[config.mk]
export PLATFORM = sky130hd
export DESIGN_NAME = control_unit_param
export DESIGN_NICKNAME = d
export VERILOG_FILES = /design/src/rtl/cu_pkg.sv /design/src/rtl/reg_onehot_decoder.sv /design/src/rtl/control_unit_param.sv
export SDC_FILE = /design/constraint.sdc
export NUM_CORES = 1
export LEC_CHECK = 0
export BUFFER_PORTS_ARGS = -buffer_cell sky130_fd_sc_hd__buf_4
export CORE_UTILIZATION = 45
export DETAILED_ROUTE_END_ITERATION = 8
export PLACE_DENSITY_LB_ADDON = 0.08
export SYNTH_ARGS = -nofsm -noshare
export SYNTH_HDL_FRONTEND = slang
export SYNTH_HIERARCHICAL = 1
export SYNTH_SLANG_ARGS = --single-unit
[constraint.sdc]
create_clock -name clk -period 2 [get_ports clk]
set_clock_uncertainty 0.05 [all_clocks]
set_input_delay 0.4 -clock clk [delete_from_list [all_inputs] [get_ports clk]]
set_output_delay 0.4 -clock clk [all_outputs]
set_load 0.005 [all_outputs]
[src/rtl/cu_pkg.sv]
// Shared types and constants for the parametrised control unit:
// state encoding, instruction format codes and the operand-mux immediate code.
package cu_pkg;

  typedef enum logic [2:0] {
    ST_IDLE  = 3'd0,
    ST_FETCH = 3'd1,
    ST_LOAD  = 3'd2,
    ST_EXEC  = 3'd3,
    ST_WAIT  = 3'd4,
    ST_STORE = 3'd5
  } state_t;

  localparam logic [1:0] FMT_R   = 2'b00;
  localparam logic [1:0] FMT_I   = 2'b01;
  localparam logic [1:0] FMT_J   = 2'b10;
  localparam logic [1:0] FMT_ILL = 2'b11;

  // The operand mux selects the immediate with the code just past the last register.
  function automatic int unsigned mux_imm_code(input int unsigned reg_bits);
    return 32'd1 << reg_bits;
  endfunction

endpackage

[src/rtl/reg_onehot_decoder.sv]
// Turns a register index into a one-hot register-file write vector, gated by en.
module reg_onehot_decoder #(
  parameter int NUM_REGS = 8
) (
  input  logic                        en,
  input  logic [$clog2(NUM_REGS)-1:0] idx,
  output logic [NUM_REGS-1:0]         onehot
);

  localparam int IDX_W = $clog2(NUM_REGS);

  generate
    for (genvar gi = 0; gi < NUM_REGS; gi++) begin : g_bit
      assign onehot[gi] = en && (idx == IDX_W'(gi));
    end
  endgenerate

endmodule

[src/rtl/control_unit_param.sv]
// Instruction sequencer: FETCH, LOAD, EXEC, optional ALU WAIT, STORE, with a
// start/busy/done handshake, ALU timeout and illegal-format detection.
module control_unit_param
  import cu_pkg::*;
#(
  parameter int NUM_REGS     = 8,
  parameter int INSTR_W      = 16,
  parameter int DATA_W       = 16,
  parameter int SIGN_EXT_IMM = 0,
  parameter int MAX_WAIT     = 15
) (
  input  logic                          clk,
  input  logic                          reset,
  input  logic                          start,
  input  logic [INSTR_W-1:0]            instruction,
  input  logic                          alu_ready,
  output logic                          busy,
  output logic                          en_i,
  output logic                          en_s,
  output logic                          en_c,
  output logic [NUM_REGS-1:0]           reg_en,
  output logic [$clog2(NUM_REGS):0]     mux_sel,
  output logic [2:0]                    sel,
  output logic [DATA_W-1:0]             imm_val,
  output logic                          done,
  output logic                          error
);

  localparam int REG_BITS = $clog2(NUM_REGS);
  localparam int IMM_W    = INSTR_W - REG_BITS - 5;
  localparam int MUX_W    = REG_BITS + 1;
  localparam logic [MUX_W-1:0] MUX_IMM  = MUX_W'(mux_imm_code(REG_BITS));
  localparam logic [MUX_W-1:0] MUX_IDLE = '1;
  localparam logic [7:0]       WAIT_LAST = 8'(MAX_WAIT - 1);

  state_t            state_reg, state_next;
  logic [7:0]        wait_cnt_reg, wait_cnt_next;
  logic              err_reg, err_next;

  logic [1:0]          fmt;
  logic [2:0]          alu;
  logic [REG_BITS-1:0] rx, ry;
  logic [IMM_W-1:0]    imm;
  logic [DATA_W-1:0]   imm_ext;
  logic                is_ill, is_imm;

  assign fmt    = instruction[1:0];
  assign alu    = instruction[4:2];
  assign rx     = instruction[INSTR_W-1 -: REG_BITS];
  assign ry     = instruction[INSTR_W-REG_BITS-1 -: REG_BITS];
  assign imm    = instruction[INSTR_W-REG_BITS-1:5];
  assign is_ill = (fmt == FMT_ILL);
  assign is_imm = (fmt == FMT_I);

  generate
    if (IMM_W >= DATA_W) begin : g_imm_trunc
      assign imm_ext = imm[DATA_W-1:0];
    end else if (SIGN_EXT_IMM != 0) begin : g_imm_sext
      assign imm_ext = {{(DATA_W-IMM_W){imm[IMM_W-1]}}, imm};
    end else begin : g_imm_zext
      assign imm_ext = {{(DATA_W-IMM_W){1'b0}}, imm};
    end
  endgenerate

  always_ff @(posedge clk or negedge reset) begin
    if (!reset) begin
      state_reg    <= ST_IDLE;
      wait_cnt_reg <= '0;
      err_reg      <= 1'b0;
    end else begin
      state_reg    <= state_next;
      wait_cnt_reg <= wait_cnt_next;
      err_reg      <= err_next;
    end
  end

  always_comb begin
    state_next    = state_reg;
    wait_cnt_next = wait_cnt_reg;
    err_next      = err_reg;
    case (state_reg)
      ST_IDLE: begin
        if (start) begin
          state_next = ST_FETCH;
          err_next   = 1'b0;
        end
      end
      ST_FETCH: state_next = ST_LOAD;
      ST_LOAD:  state_next = ST_EXEC;
      ST_EXEC: begin
        if (is_ill) begin
          err_next   = 1'b1;
          state_next = ST_STORE;
        end else if (alu_ready) begin
          state_next = ST_STORE;
        end else begin
          state_next    = ST_WAIT;
          wait_cnt_next = '0;
        end
      end
      ST_WAIT: begin
        wait_cnt_next = wait_cnt_reg + 8'd1;
        if (alu_ready) begin
          state_next = ST_STORE;
        end else if (wait_cnt_reg == WAIT_LAST) begin
          // ALU never answered: retire the instruction without a write.
          err_next   = 1'b1;
          state_next = ST_STORE;
        end
      end
      ST_STORE: state_next = ST_IDLE;
      default:  state_next = ST_IDLE;
    endcase
  end

  always_comb begin
    busy    = (state_reg != ST_IDLE);
    en_i    = 1'b0;
    en_s    = 1'b0;
    en_c    = 1'b0;
    mux_sel = MUX_IDLE;
    sel     = 3'd0;
    imm_val = '0;
    done    = 1'b0;
    error   = 1'b0;
    case (state_reg)
      ST_FETCH: en_i = 1'b1;
      ST_LOAD: begin
        en_s    = 1'b1;
        mux_sel = {1'b0, rx};
      end
      ST_EXEC, ST_WAIT: begin
        if (!is_ill) begin
          sel = alu;
          if (is_imm) begin
            mux_sel = MUX_IMM;
            imm_val = imm_ext;
          end else begin
            mux_sel = {1'b0, ry};
          end
          en_c = (state_reg == ST_EXEC) || alu_ready;
        end
      end
      ST_STORE: begin
        done  = 1'b1;
        error = err_reg;
      end
      default: ;
    endcase
  end

  reg_onehot_decoder #(.NUM_REGS(NUM_REGS)) u_dec (
    .en     ((state_reg == ST_STORE) && !err_reg),
    .idx    (rx),
    .onehot (reg_en)
  );

endmodule
== Word-level counts from Yosys, hierarchy flattened ==
Index checks and enable logic that the tools add are counted.

* Register bits after elaboration: 12
* Bits in latches: 0
* Bits in writable memories: 0
* Bits in read-only memories: 0
* Input port bits: 20
* Output and inout port bits: 37
* Word-level logic and storage cells: 74
* Memories kept: 0

* Add/sub/neg operators: 1
* Multipliers: 0
* Div/mod/pow operators: 0
* Order comparisons: 0
* Eq/ne operators: 22
* Shifts and indexed selects: 0
* Mux-type cells: 28
* Bitwise gates (word level): 0
* Reduce and logical (&&, ||, !) cells: 20

{| class="wikitable"
|+ Operators with widths
! cell !! number
|-
| 8-bit two-way mux || 5
|-
| 3-bit equality test, second input constant || 6
|-
| 8-bit case mux with 2 select lines || 1
|-
| 3-bit two-way mux || 5
|-
| 3-bit case mux with 5 select lines || 1
|-
| 3-bit by 2-bit equality test with 1-bit output, second input constant || 4
|-
| 1-bit two-way mux || 12
|-
| 2-bit inequality test, second input constant || 6
|-
| 1-bit logical AND || 9
|-
| 8-bit by 1-bit adder with 8-bit output, second input constant || 1
|-
| 8-bit by 4-bit equality test with 1-bit output, second input constant || 1
|-
| 4-bit two-way mux || 2
|-
| 4-bit case mux with 2 select lines || 1
|-
| 3-bit by 1-bit equality test with 1-bit output, second input constant || 2
|-
| 3-bit zero test || 2
|-
| 3-bit nonzero test || 2
|-
| 5-bit AND reduction || 1
|-
| 3-bit inequality test, second input constant || 1
|-
| 1-bit case mux with 3 select lines || 1
|-
| 3-bit AND reduction || 1
|-
| 2-bit by 1-bit equality test with 1-bit output, second input constant || 1
|-
| 2-bit equality test, second input constant || 1
|-
| 2-bit AND reduction || 1
|-
| 2-bit nonzero test || 1
|-
| 3 further kinds || 3
|}

== Depth between registers and ports, before layout ==
Gate-level depths: netlist of run 1.

* Depth in word-level cells: 4
* Gate-level depth with buffers: 6
* Depth with buffers taken out: 6

== Hierarchy ==
Netlist of run 1, hierarchy kept.

{| class="wikitable"
|+ Modules (own cells, without submodules)
! module !! times used !! cells an instance !! area each (um^2) !! seq. area each (um^2)
|-
| control_unit_param || 1 || 118 || 974.7 || 300.3
|-
| reg_onehot_decoder || 1 || 8 || 96.3 || 0.0
|}

== Worst setup path after synthesis of run 1 ==
OpenSTA, ideal clock, no wires.

* Kind: register -> output
* From: reg state_reg[0]
* To: out imm_val[0]
* Arrival: 1.445 ns
* Data required time: 1.550 ns
* Path slack: 0.105 ns
* Stages on the path, launching flop included: 7
* Path buffers: 2
* Path through: dfrtp_1 > buf_6 > or3b_1 > buf_6 > nand2_2 > and3b_1 > and2_1

* Cells in the longest elaborated chain, start to end: 3
* Elaborated cells between the ends (all ways): 4
* Those cells by class: 2 x eq/ne; 1 x mux; 1 x reduce/logical

{| class="wikitable"
|+ Ends and longest elaborated chain
! item !! RTL line !! RTL
|-
| start: declaration || control_unit_param.sv:36 || <nowiki>state_t state_reg, state_next;</nowiki>
|-
| start signal: assignment || control_unit_param.sv:71 || <nowiki>state_reg <= state_next;</nowiki>
|-
| 3-bit by 2-bit equality test with 1-bit output / 3-bit equality test (equally long branches) || control_unit_param.sv:126 || <nowiki>case (state_reg)</nowiki>
|-
| 2-bit OR reduction (*) || control_unit_param.sv:126 ||
|-
| 8-bit two-way mux (*) || control_unit_param.sv:126 ||
|-
| end: declaration || control_unit_param.sv:24 || <nowiki>output logic [DATA_W-1:0] imm_val,</nowiki>
|}

Every way passes the cells marked *; elsewhere a longest branch is shown, timed or not.

== Final worst setup path of run 1 ==
* From: reg state_reg[0]
* To: out imm_val[3]

Same word-level chain as after synthesis.

==> results of run 1 <==
==> routing by layer <==
metal | global-route usage (%) | vias to the layer above
met5 | 0 | -
met4 | 12.5 | 0
met3 | 1.52 | 4
met2 | 41.6 | 35
met1 | 28.0 | 550
li1 | - | 562
==> where the power goes <==
group          internal [mW]  total [mW]  switching [mW]
clock network          0.111       0.189          0.0786
registers              0.353       0.492           0.139
logic                  0.542        1.01           0.463
total                   1.01        1.69           0.680
==> cell usage in the layout (no fill, tap or decap), types with 2 or more instances in the layout <==
| master | n |
|---|---|
| a21oi_1 | 5 |
| and4bb_2 | 3 |
| buf_6 | 7 |
| nand2_1 | 10 |
| conb_1 | 8 |
| o21ai_0 | 10 |
| a22oi_1 | 3 |
| and4b_2 | 3 |
| clkbuf_4 | 3 |
| and2_1 | 3 |
| xor2_1 | 2 |
| buf_4 | 55 |
| a31oi_1 | 3 |
| nand4_1 | 3 |
| mux2i_1 | 3 |
| nor2_2 | 2 |
| nor3_1 | 4 |
| and2_4 | 6 |
| and3_1 | 4 |
| inv_1 | 3 |
| dfrtp_1 | 11 |
| nor2b_1 | 3 |
| ha_1 | 2 |
| xnor2_1 | 3 |
| nor2_1 | 6 |
==> timing repair <==
action | 4_1_cts | 5_1_grt
hold buffers | 1 | 0
endpoints found under the hold margin | 12 | 0
setup buffers | 3 | 5
pin swaps | 6 | 7
resized for setup | 10 | 13
setup endpoints to repair | 17 | 24
==> worst register-to-register path, delay by kind of cell, from the launching register on <==
kind                      cells  cell delay, ns
and+or+nand+nor               3            0.74
xor gates and xnor gates      1            0.16
DFF                           1            0.42
buffers and inverters         2            0.28
==> final cells by class <==
type | count | area share, %
multi-input cells | 104 | 45.4
repair buffers | 63 | 30.9
flip-flops and latches | 12 | 18.6
clock buffers | 4 | 2.24
well taps | 28 | 2.16
inverters | 3 | 0.694
==> final timing paths <==
path	start	to	slack, ns	cells after the start
worst max register to register	state_reg[0]	wait_cnt_reg[7]	0.23	6
worst min-delay path	start	err_reg	0.27	2
max in group asynchronous	reset	state_reg[1]	1.29	2
worst min register to register	wait_cnt_reg[7]	wait_cnt_reg[7]	0.52	2
min in group asynchronous	reset	wait_cnt_reg[7]	0.44	2
worst max-delay path	state_reg[0]	imm_val[3]	-0.17	5
==> logic make-up after synthesis <==
family / after synthesis
other cells: 1
flops: 12
xor+xnor: 5
buf+inv: 17
simple gates: 61
compound gates: 25
fa+ha+maj: 2
mux: 3
==> metrics by stage <==
step / power [mW] / hold slack (ns) / utilization (%) / std cells
after floorplan: 0.979 / 0.0544 / - / 133
after global placement: 1.31 / 0.194 / 64.8 / 202
after detailed placement: 1.34 / 0.197 / 64.8 / 202
after CTS: 1.62 / 0.262 / 69.2 / 210
after global routing: 1.82 / 0.276 / 72.7 / 214
final: 1.69 / 0.272 / 72.7 / 214
==> impl_metrics.py, run 1 <==
metrics = {
    "routing": {
        "ant_nets": 0,
        "vias": 1151,
        "routed_wl_um": 2950,
        "topRoutingLayerUsed": "met4",
        "drt_iter0_drc": 22,
        "route.met3.wl_um": 132,
        "via_per_inst": 5.38,
        "post_drt_wl_per_cell_um": 13.8,
        "remaining_drc_errors": 0,
        "wl_met2_um": 1500,
        "m1WireLength_um": 1270,
        "drtPass1Iterations": 4,
    },
    "place": {
        "portBuffers": 48,
        "dp_hpwl_um": 2100,
        "globalplace.congestion": 0.755,
        "dpl-instance-area_sq_um": 1450,
        "place_worst_setup_slack_ns": 0.0499,
    },
    "power_and_ir_drop": {
        "power_density_nw_per_um2": 1040,
        "p_leak_nw": 0.814,
        "ir_worst_vdd_v": 0.000767,
    },
    "logic_synthesis": {
        "ys_types": 40,
        "synth_common_cells": "dfrtp_1, nand2_1, o21ai_0",
        "synthCells": 126,
        "synth_top_area_share_pct": 28.0,
        "ys_seq_elements": 12,
        "synth_edf_count": 0,
        "synthSimpleGateAreaFrac_pct": 38.2,
        "synth_area_leaders": "dfrtp_1, buf_4, and2_1",
        "synthMuxAreaShare_pct": 2.80,
        "ys.flop_type": "dfrtp_1",
        "yosys.cell_count.top_type": "dfrtp_1",
        "synth_compound_area_share_pct": 13.9,
        "ys_warn_count": 6,
        "yosys.area_share.adder_pct": 2.34,
        "ys_seq_area_share_pct": 28.0,
        "netlist_area_sq_um": 1070,
        "synth_xor_area_share_pct": 4.09,
        "synth_top_family_by_area": "simple AND/OR/NAND/NOR gates",
        "synth_top_area_cell": "dfrtp_1",
        "ys_async_sr_fraction_pct": 100,
        "syn_avg_cell_area_sq_um": 8.50,
    },
    "die": {
        "start_util_pct": 48.0,
        "core_area_sq_um": 2230,
        "die_y_um": 50.8,
        "top_level_ports": 57,
        "die_area_sq_um": 2580,
        "fp.dieW_um": 50.8,
        "num_rows": 17,
    },
    "layout": {
        "final_nets": 209,
        "multiInputGateArea_sq_um": 737,
        "nFillCells": 177,
        "largest_reg_flops": 8,
        "antenna_cells": 0,
        "postLayoutCellArea_sq_um": 1620,
        "drive_above_1_share_pct": 48.9,
        "seq_area_sq_um": 302,
        "area_growth_pct": 51.5,
    },
    "global_routing": {
        "track_usage_pct": 23.4,
        "antenna_found_initial": 0,
        "grt_pass1_wl_um": 4480,
        "grt_overflow": 0,
        "grt_max_degree": 14,
        "grt_pass1_vias": 1010,
    },
    "setup_path": {
        "crit_slowest_cell": "or3b_4",
        "cp_cell_sequence": "or3b_4 -> nand2_4 -> and3b_2 -> and2_4 -> buf_6",
        "crit_path_start_kind": "flop",
        "end_kind": "output pin",
        "path_max_fanout": 8,
        "crit_family": "simple AND/OR/NAND/NOR gates",
        "critPathMaxStageDelay_ns": 0.43,
        "arrival_ns": 1.72,
        "path_class": "reg -> out",
        "cp.required_ns": 1.55,
        "critPathBufInv": 1,
    },
    "cts": {
        "cts.path.max_buffers": 2,
        "root_buffer": "clkbuf_4",
        "clk_latency_ns": 0.27,
        "cts_sinks": 12,
        "cts_tree": "built",
        "htree_num_levels": 1,
        "path_clk_slew_ns": 0.07,
        "cts_made_buffers": 3,
    },
    "run": {
        "max_cap_viol_count": 0,
    },
    "hold_path": {
        "hold_path_class": "in -> reg",
    },
    "outcome": {
        "outcome": "complete, but fails checks",
        "violations": "setup timing",
    },
    "timing": {
        "period_share_pct": 108,
        "fmax_mhz": 462,
        "setup_viol": 15,
        "rsz0062_at_grt": "yes",
        "period_minus_slack_ns": 2.17,
        "timing.final.ws_setup_ns": -0.166,
        "finalHoldViolations": 0,
        "setup_tns_ns": -1.41,
        "drv_slew": 0,
    },
}
Power figures use the tool's default switching activity.
==> run 2, diff against run 1 <==
--- a/config.mk
+++ b/config.mk
@@ -6,10 +6,10 @@
 export NUM_CORES = 1
 export LEC_CHECK = 0
 export BUFFER_PORTS_ARGS = -buffer_cell sky130_fd_sc_hd__buf_4
-export CORE_UTILIZATION = 45
+export CORE_ASPECT_RATIO = 1.25
+export CORE_UTILIZATION = 44
 export DETAILED_ROUTE_END_ITERATION = 8
 export PLACE_DENSITY_LB_ADDON = 0.08
 export SYNTH_ARGS = -nofsm -noshare
 export SYNTH_HDL_FRONTEND = slang
-export SYNTH_HIERARCHICAL = 1
 export SYNTH_SLANG_ARGS = --single-unit
==> impl_metrics.py, run 2 <==
metrics = {
    "layout": {
        "antenna_cells": 0,
        "drive_above_1_share_pct": 47.0,
        "final_nets": 221,
        "area_growth_pct": 60.8,
        "largest_reg_flops": 8,
        "final_cell_mix": "buf_4, dfrtp_1, nor2_1, and2_1, conb_1",
        "fin_cells": 229,
        "layout.cells.most_common": "buf_4",
    },
    "logic_synthesis": {
        "ys.flop_type": "dfrtp_1",
        "synth_common_cells": "nor2_1, dfrtp_1, and2_1",
        "ys_seq_elements": 12,
        "netlist_area_sq_um": 1050,
        "yosys.cell_count.top_type": "nor2_1",
        "ys_seq_area_share_pct": 28.7,
        "synth_top_area_cell": "dfrtp_1",
        "ys_async_sr_fraction_pct": 100,
        "synth_area_leaders": "dfrtp_1, buf_4, and2_1",
        "ys_warn_count": 0,
        "syn_avg_cell_area_sq_um": 7.81,
        "synth_top_area_share_pct": 28.7,
        "synth_edf_count": 0,
        "ys_types": 42,
        "synthCells": 134,
    },
    "timing": {
        "finalHoldViolations": 0,
        "drv_slew": 0,
        "setup_viol": 14,
        "rsz0062_at_grt": "yes",
        "period_minus_slack_ns": 2.07,
        "setup_tns_ns": -0.495,
        "timing.final.ws_setup_ns": -0.0698,
        "hold_slack_ns": 0.400,
        "fmax_mhz": 483,
        "period_share_pct": 103,
    },
    "cts": {
        "htree_num_levels": 1,
        "root_buffer": "clkbuf_4",
        "cts_sinks": 12,
        "path_clk_slew_ns": 0.08,
        "cts.path.max_buffers": 2,
        "clk_latency_ns": 0.28,
        "cts_tree": "built",
        "cts_made_buffers": 3,
    },
    "global_routing": {
        "antenna_found_initial": 0,
        "grt_pass1_vias": 1156,
        "track_usage_pct": 24.7,
        "grt_pass1_wl_um": 4810,
        "grt_overflow": 0,
        "grt_max_degree": 13,
    },
    "die": {
        "num_rows": 19,
        "die_y_um": 56.5,
        "top_level_ports": 57,
        "start_util_pct": 47.3,
        "core_area_sq_um": 2210,
        "fp.dieW_um": 45.6,
        "die_area_sq_um": 2580,
    },
    "power_and_ir_drop": {
        "p_comb_share_pct": 62.4,
        "pwr-share-seq_pct": 26.7,
        "power_density_nw_per_um2": 1070,
        "ir_worst_vdd_v": 0.000556,
        "p_sw_share_pct": 39.6,
        "p_switching_uw": 710,
        "p_int_mw": 1.08,
        "p_leak_nw": 0.787,
        "clkPwrFrac_pct": 10.9,
    },
    "routing": {
        "routed_wl_um": 3130,
        "remaining_drc_errors": 0,
        "post_drt_wl_per_cell_um": 13.7,
        "vias": 1250,
        "drtPass1Iterations": 4,
        "ant_nets": 0,
        "drt_iter0_drc": 14,
        "via_per_inst": 5.46,
    },
    "outcome": {
        "violations": "setup timing",
        "outcome": "complete, but fails checks",
    },
    "setup_path": {
        "crit_path_start_kind": "flop",
        "path_max_fanout": 4,
        "end_kind": "output pin",
        "arrival_ns": 1.62,
        "reg2reg_slack_ns": 0.08,
        "cp.required_ns": 1.55,
        "path_class": "reg -> out",
    },
    "run": {
        "max_cap_viol_count": 0,
    },
    "place": {
        "portBuffers": 48,
        "dp_hpwl_um": 2130,
        "dp_cells": 213,
        "globalplace.congestion": 0.791,
    },
    "hold_path": {
        "hold_path_class": "in -> reg",
    },
}
## run 2: worst paths after layout
kind | start | endpoint | cells after the start
setup / recovery | state_reg[0] | sel[0] | 5
hold / removal | alu_ready | state_reg[0] | 2
setup reg to reg | state_reg[0] | wait_cnt_reg[5] | 5
hold reg to reg | wait_cnt_reg[7] | wait_cnt_reg[7] | 1
max in group asynchronous | reset | state_reg[2] | 2
min in group asynchronous | reset | wait_cnt_reg[3] | 2
## run 2: stage by stage
stage	util, %	cell area, sq um	power, mW	worst slack, ns
2_1_floorplan	-	1070	0.965	0.235
3_3_place_gp	65.1	1440	1.32	0.139
3_5_place_dp	65.1	1440	1.34	0.0733
4_1_cts	71.6	1580	1.65	-0.0315
5_1_grt	76.1	1680	1.92	-0.113
6_report	76.1	1680	1.79	-0.0698
## run 2: layout make-up
type | instances | area, sq um
Clock buffer | 4 | 36.3
Fill cell | 175 | 529
Inverter | 4 | 15.0
Multi-Input combinational cell | 111 | 762
Sequential cell | 12 | 302
Tap cell | 31 | 38.8
Timing Repair Buffer | 67 | 528
## run 2: logic make-up (layout without fill, tap and decap cells)
logic type | count (synthesis) | in the layout | synth area share, %
multiplexers | 1 | 1 | 0.957
AO/OA/AOI/OAI | 30 | 30 | 19.9
AND/OR/NAND/NOR | 69 | 69 | 37.4
adder cells (fa/ha/maj) | 2 | 2 | 2.39
other | 1 | 8 | 0.359
buffers and inverters | 18 | 75 | 9.45
XOR/XNOR | 1 | 1 | 0.837
flip-flops | 12 | 12 | 28.7
## run 2: what timing repair did
action,4_1_cts,5_1_grt
cloned,0,0
resized for setup,13,16
hold endpoints to repair,12,0
pin swaps,6,10
hold buffers,1,0
setup endpoints to repair,20,24
buffers inserted,6,5
## run 2: layer usage
layer / wire [um] / global-route usage (%) / vias to the layer above
li1: - / - / 594
met1: 1230 / 30.9 / 585
met2: 1640 / 40.6 / 62
met3: 182 / 2.25 / 9
met4: 79 / 12.1 / 0
met5: 0 / 0 / -
## run 2: critical path: stages (launching register included)
cell,delay (ns)
dfrtp_1,0.41
or3b_4,0.44
buf_8,0.14
nand2_2,0.07
and3_4,0.18
buf_4,0.10
## run 2: power by group through the flow
stage | registers [mW] | logic [mW] | clock network (mW)
floorplan | 0.427 | 0.537 | 0
global placement | 0.478 | 0.844 | 0
detailed placement | 0.485 | 0.859 | 0
CTS | 0.470 | 0.982 | 0.197
global route | 0.493 | 1.22 | 0.212
finish | 0.479 | 1.12 | 0.195
